`src/rtl/spin_countdown.sv`:
```
`default_nettype none
// ============================================================================
// Module   : spin_countdown
// Purpose  : Spin-down step counter. A load starts a spin of load_val steps.
//            Each qualifying tick moves the spin toward zero, and the spin
//            slows as it nears the end:
//              count >  SLOW_AT                : 1 decrement per tick
//              SLOWEST_AT < count <= SLOW_AT   : 1 decrement per 2 ticks
//              count <= SLOWEST_AT             : 1 decrement per 4 ticks
//            When the count reaches zero the block pulses done for one cycle
//            and then returns to idle.
// Ports    : clk      - clock; all state updates on the rising edge
//            clr      - asynchronous active-low reset
//            en       - global enable; tick and load are ignored when low
//            load     - start or restart a spin with load_val
//            load_val - spin length in steps (0-63)
//            tick     - step strobe, one clk cycle wide per event
//            count    - remaining steps (registered)
//            busy     - high while a spin is running
//            step     - one-cycle pulse in the cycle after each decrement
//            done     - one-cycle pulse when a spin completes
// Revision : 1.0 - initial release
// ============================================================================
module spin_countdown #(
    parameter int SLOW_AT    = 8,   // legal only if SLOWEST_AT < SLOW_AT < 63
    parameter int SLOWEST_AT = 3
) (
    input  logic       clk,
    input  logic       clr,
    input  logic       en,
    input  logic       load,
    input  logic [5:0] load_val,
    input  logic       tick,
    output logic [5:0] count,
    output logic       busy,
    output logic       step,
    output logic       done
);

    // Thresholds narrowed to the count width so that comparisons stay
    // width-matched.
    localparam logic [5:0] c_SLOW_AT    = 6'(SLOW_AT);
    localparam logic [5:0] c_SLOWEST_AT = 6'(SLOWEST_AT);

    typedef enum logic [1:0] {
        c_IDLE = 2'd0,
        c_RUN  = 2'd1,
        c_DONE = 2'd2
    } state_t;

    state_t     r_state;
    logic [5:0] r_count;
    logic [1:0] r_pre;
    logic       r_step;

    // Terminal prescaler value (divisor - 1). It is taken from the count
    // before the edge, so the tick that crosses a threshold still uses the
    // rate of the band it started in.
    logic [1:0] w_pre_max;

    always_comb begin
        w_pre_max = 2'd0;
        if (r_count <= c_SLOWEST_AT) begin
            w_pre_max = 2'd3;
        end else if (r_count <= c_SLOW_AT) begin
            w_pre_max = 2'd1;
        end
    end

    always_ff @(posedge clk or negedge clr) begin
        if (!clr) begin
            r_state <= c_IDLE;
            r_count <= 6'd0;
            r_pre   <= 2'd0;
            r_step  <= 1'b0;
        end else begin
            r_step <= 1'b0;
            case (r_state)
                c_IDLE: begin
                    if (en && load) begin
                        r_count <= load_val;
                        r_pre   <= 2'd0;
                        r_state <= (load_val != 6'd0) ? c_RUN : c_DONE;
                    end
                end

                c_RUN: begin
                    if (en) begin
                        if (load) begin
                            // A reload takes priority, and a tick in the
                            // same cycle is dropped.
                            r_count <= load_val;
                            r_pre   <= 2'd0;
                            r_state <= (load_val != 6'd0) ? c_RUN : c_DONE;
                        end else if (tick) begin
                            if (r_pre == w_pre_max) begin
                                r_pre <= 2'd0;
                                // RUN always holds a non-zero count. The guard
                                // keeps the counter from wrapping below zero.
                                if (r_count != 6'd0) begin
                                    r_count <= r_count - 6'd1;
                                    r_step  <= 1'b1;
                                end
                                if (r_count <= 6'd1) begin
                                    r_state <= c_DONE;
                                end
                            end else begin
                                r_pre <= r_pre + 2'd1;
                            end
                        end
                    end
                end

                c_DONE: begin
                    // DONE lasts exactly one cycle, whatever en, load or
                    // tick are doing.
                    r_state <= c_IDLE;
                end

                default: begin
                    r_state <= c_IDLE;
                end
            endcase
        end
    end

    assign count = r_count;
    assign step  = r_step;
    assign busy  = (r_state == c_RUN);
    assign done  = (r_state == c_DONE);

endmodule
`default_nettype wire
```
`config.mk`:
```
export PLATFORM = sky130hd
export DESIGN_NAME = spin_countdown
export DESIGN_NICKNAME = d
export VERILOG_FILES = /design/src/rtl/spin_countdown.sv
export SDC_FILE = /design/constraint.sdc
export NUM_CORES = 1
export LEC_CHECK = 0
export CAP_MARGIN = 40
export CORE_UTILIZATION = 48
export DETAILED_ROUTE_END_ITERATION = 10
export PLACE_DENSITY = 0.77
export SLEW_MARGIN = 20
export SYNTH_ARGS = -nofsm -noshare
export SYNTH_HDL_FRONTEND = slang
export SYNTH_SLANG_ARGS = --single-unit
export TNS_END_PERCENT = 100
```
`constraint.sdc`:
```
create_clock -name clk -period 2.4 [get_ports clk]
set_clock_uncertainty 0.1 [all_clocks]
set_input_delay 0.48 -clock clk [delete_from_list [all_inputs] [get_ports clk]]
set_output_delay 0.48 -clock clk [all_outputs]
set_load 0.01 [all_outputs]
```
==> results of run 1 <==
## cells in the mapped netlist (2+ instances only)
cell / count
sky130_fd_sc_hd__mux2i_1: 2
sky130_fd_sc_hd__nand2_1: 4
sky130_fd_sc_hd__nand2b_1: 2
sky130_fd_sc_hd__and2_1: 2
sky130_fd_sc_hd__nor4_1: 3
sky130_fd_sc_hd__nand3_1: 3
sky130_fd_sc_hd__o22a_1: 2
sky130_fd_sc_hd__nor2b_1: 4
sky130_fd_sc_hd__o21ai_0: 4
sky130_fd_sc_hd__ha_1: 3
sky130_fd_sc_hd__a21oi_1: 6
sky130_fd_sc_hd__dfrtp_1: 11
sky130_fd_sc_hd__inv_1: 5
sky130_fd_sc_hd__a31oi_1: 2
sky130_fd_sc_hd__nor2_1: 9
## power breakdown
group          internal (mW)  total [mW]  leakage [nW]  switching, mW
clock                 0.0645       0.132        0.0150         0.0678
sequential             0.259       0.406         0.134          0.147
combinational          0.349       0.708         0.288          0.358
## stage by stage
stage | hold slack (ns) | setup slack [ns] | power [mW] | utilization [%]
2_1_floorplan | 0.0844 | 0.332 | 0.831 | -
3_3_place_gp | 0.456 | 0.180 | 1.09 | 67.9
3_5_place_dp | 0.459 | 0.143 | 1.11 | 67.9
4_1_cts | 0.458 | 0.127 | 1.24 | 69.5
5_1_grt | 0.499 | 0.0313 | 1.33 | 69.7
6_report | 0.440 | 0.171 | 1.25 | 69.7
## how the worst max path moves through the flow
stage / from / to / slack, ns
after floorplan: count[0] / count[3] / 0.33
final: count[1] / count[3] / 0.17
after CTS: count[1] / count[0] / 0.13
after detailed placement: count[1] / count[0] / 0.14
after global placement: load / count[4] / 0.18
after global routing: count[1] / count[3] / 0.03
## layout by cell type (no fill, tap or decap), types with 2 or more instances in the layout
| cell type | n |
|---|---|
| sky130_fd_sc_hd__nor2_1 | 9 |
| sky130_fd_sc_hd__nor4_1 | 3 |
| sky130_fd_sc_hd__and2_1 | 2 |
| sky130_fd_sc_hd__a31oi_1 | 2 |
| sky130_fd_sc_hd__nand2b_1 | 2 |
| sky130_fd_sc_hd__dfrtp_1 | 11 |
| sky130_fd_sc_hd__mux2i_1 | 2 |
| sky130_fd_sc_hd__buf_4 | 2 |
| sky130_fd_sc_hd__nand2_1 | 4 |
| sky130_fd_sc_hd__clkdlybuf4s50_1 | 19 |
| sky130_fd_sc_hd__o21ai_0 | 4 |
| sky130_fd_sc_hd__nand3_1 | 3 |
| sky130_fd_sc_hd__ha_1 | 2 |
| sky130_fd_sc_hd__clkbuf_4 | 3 |
| sky130_fd_sc_hd__o22a_1 | 2 |
| sky130_fd_sc_hd__nor2b_1 | 4 |
| sky130_fd_sc_hd__inv_1 | 5 |
| sky130_fd_sc_hd__a21oi_1 | 6 |
## sequential cells by signal (all words and copies together) (netlist names)
name / count
count: 6
step: 1
r_pre: 2
r_state: 2
## routing by layer
layer / track usage (%) / vias up / part of all wire, %
met2: 37.4 / 30 / 48
met3: 3.27 / 5 / 5.7
li1: - / 401 / -
met1: 30.4 / 389 / 45
met4: 12.1 / 0 / 2.0
met5: 0 / - / 0
## critical path, stage by stage (launching register included)
cell                       delay [ns]
sky130_fd_sc_hd__dfrtp_1         0.43
sky130_fd_sc_hd__inv_1           0.12
sky130_fd_sc_hd__ha_2            0.24
sky130_fd_sc_hd__nand2b_4        0.07
sky130_fd_sc_hd__a31o_2          0.31
sky130_fd_sc_hd__or4_1           0.50
sky130_fd_sc_hd__nor4_1          0.22
sky130_fd_sc_hd__o21ai_1         0.11
## layout make-up
type	instances	area share [%]
Multi-Input combinational cell	74	50.3
Sequential cell	11	25.1
Clock buffer	4	2.39
Timing Repair Buffer	21	18.7
Tap cell	16	1.82
Inverter	5	1.71
## repair_timing
| action | in CTS | in global routing |
|---|---|---|
| resized for setup | 0 | 1 |
| hold buffers | 0 | 0 |
| setup endpoints to repair | 0 | 1 |
| hold endpoints to repair | 0 | 0 |
## kinds of logic (layout without fill, tap and decap cells)
group	Yosys count	count (layout)	synth area share, %
multiplexers	2	2	2.36
buffers and inverters	6	30	2.65
AND/OR/NAND/NOR	39	39	29.5
flip-flops	11	11	32.4
XOR/XNOR	1	1	1.03
AO/OA/AOI/OAI	29	29	27.6
adder cells (fa/ha/maj)	3	3	4.43
==> results.txt, run 1 <==
----------------------------------------------------
[Synthesis]
  Fraction of synthesis flops using an asynchronous set or reset pin ... 100%
  Synth Area per Inst ... 9.32 um^2
  Number of cells produced by synthesis ... 91
  Prevailing post-synth register cell ... sky130_fd_sc_hd__dfrtp_1
  Summed instance area of the synthesized netlist ... 848 um^2
  Area fraction of the dominant cell type after synthesis ... 32.4%
  Cell types with the largest area share after synthesis ... sky130_fd_sc_hd__dfrtp_1 32%, sky130_fd_sc_hd__ha_1 4.4%, sky130_fd_sc_hd__nor2_1 4.0%, sky130_fd_sc_hd__a21oi_1 3.5%, sky130_fd_sc_hd__a2111oi_4 3.2%
  Number of flops mapped to enable cells by yosys ... 0
  Count of synthesis-stage warnings from yosys ... 0
  Share of synthesized area occupied by flip-flops and latches ... 32.4%
  Number of nets in the synthesized netlist ... 105
  Library cell with the largest summed area after synthesis ... sky130_fd_sc_hd__dfrtp_1
  Unique masters post-synth ... 44
  Flop and latch count out of synthesis ... 11

[Power and ir drop]
  Standby leakage power ... 0.437 nW
  Power per cell area ... 1130 nW/um^2
  VDD IR max ... 0.669 mV

[Global routing]
  Gr ovfl total ... 0
  Global-route total usage across every layer ... 23.3%
  Vias in the first global route ... 742
  Maximum number of pins on one net before global-route repair ... 12
  First-pass GRT wire length ... 3.29 mm
  Initial antenna violation count ... 0

[Worst setup path]
  Worst reg2reg path endpoint ... count[3]
  Worst R2R Setup Slack ... 0.17 ns
  Startpoint Class ... flop
  Source of the worst register-to-register timing path ... count[1]
  Register-to-Register Path Depth ... 7
  Crit path kind ... reg2reg
  Arrival time of the worst setup path ... 2.29 ns
  CP Capture Type ... flop
  Critical path fanouts, max ... 6
  Worst path required time ... 2.46 ns

[STA]
  Relative slew slack ... 62.5%
  Unrepaired setup endpoints after global routing ... no
  Setup tns final ... 0 ns
  Min Tclk post-route ... 2.23 ns
  Maximum achievable frequency ... 0.449 GHz
  Slew Viols, Final ... 0
  Actual transition at the worst max-transition pin ... 0.562 ns
  Final Hold Violating Endpoints ... 0
  Final worst-path cycle share ... 92.9%
  Final setup fails ... 0

[Clock tree]
  Clock Sinks ... 11
  CTS tree ... yes
  Insertion delay of the later-clocked pin in the worst-skew pair ... 0.28 ns
  Maximum level of the CTS H-tree ... 1
  Longest Clk Path Bufs ... 2
  Clock Tree Root ... sky130_fd_sc_hd__clkbuf_4
  Buffer count from post-CTS setup fixing ... 0
  Clock-pin slew on the worst setup and hold paths ... 0.07 ns
  CTS Buf Count ... 3

[Cells and area]
  Filler cells ... 145
  Multi-input gate area ... 553 um^2
  Number of antenna diodes ... 0
  Fraction of final layout cells sized beyond drive strength 1 ... 13.0%
  Synth-to-Final Area Change ... 29.5%
  Sequential cell area ... 275 um^2
  Post-route non-filler standard cell count ... 131
  Final Cell Area ... 1100 um^2
  Final net count ... 130

[Placement]
  Count of input and output buffers ... 19
  Placed inst area ... 1070 um^2
  Number of cells in the design after placement ... 127
  Detailed placer's ending HPWL ... 1.58 mm
  Final weighted congestion in routability-driven placement ... 0.859

[Detailed routing]
  Wire length reported by the detailed router ... 2.05 mm
  # DRC ... 0
  Routed via count ... 825
  WL per Instance ... 15.7 um
  Post-DRT Antenna Nets ... 0
  TritonRoute pass-1 iters ... 6
  Via/cell ratio ... 6.30
  Number of DRC violations after detailed-routing iteration 0 ... 20

[Floorplanning]
  Core area ... 1580 um^2
  Total Die Area ... 1940 um^2
  Number of primary I/O pins ... 20
  Number of placement rows ... 14
  Overall die width ... 44.0 um
  Vert. Die Dim ... 44.0 um
  Starting Density ... 53.8%

[Job]
  Number of maximum-capacitance violations ... 0

[Hold path]
  Class of the tightest hold or removal check ... in2async

[Run status]
  Outcome ... finished, final reports clean

----------------------------------------------------
(Power assumes the default switching activity.)
==> inputs of run 2 (changes only) <==
--- a/config.mk
+++ b/config.mk
@@ -7,6 +7,7 @@
 export LEC_CHECK = 0
 export CAP_MARGIN = 40
 export CORE_UTILIZATION = 48
+export CTS_CLUSTER_DIAMETER = 200
 export DETAILED_ROUTE_END_ITERATION = 10
 export PLACE_DENSITY = 0.77
 export SLEW_MARGIN = 20
==> results of run 2 <==
No change in the layout: final DEF, timing and power equal those of run 1.
==> inputs of run 3 (changes only) <==
--- a/config.mk
+++ b/config.mk
@@ -14,4 +14,4 @@
 export SYNTH_ARGS = -nofsm -noshare
 export SYNTH_HDL_FRONTEND = slang
 export SYNTH_SLANG_ARGS = --single-unit
-export TNS_END_PERCENT = 100
+export TNS_END_PERCENT = 5
==> results of run 3 <==
No change in the layout: final DEF, timing and power equal those of run 1.
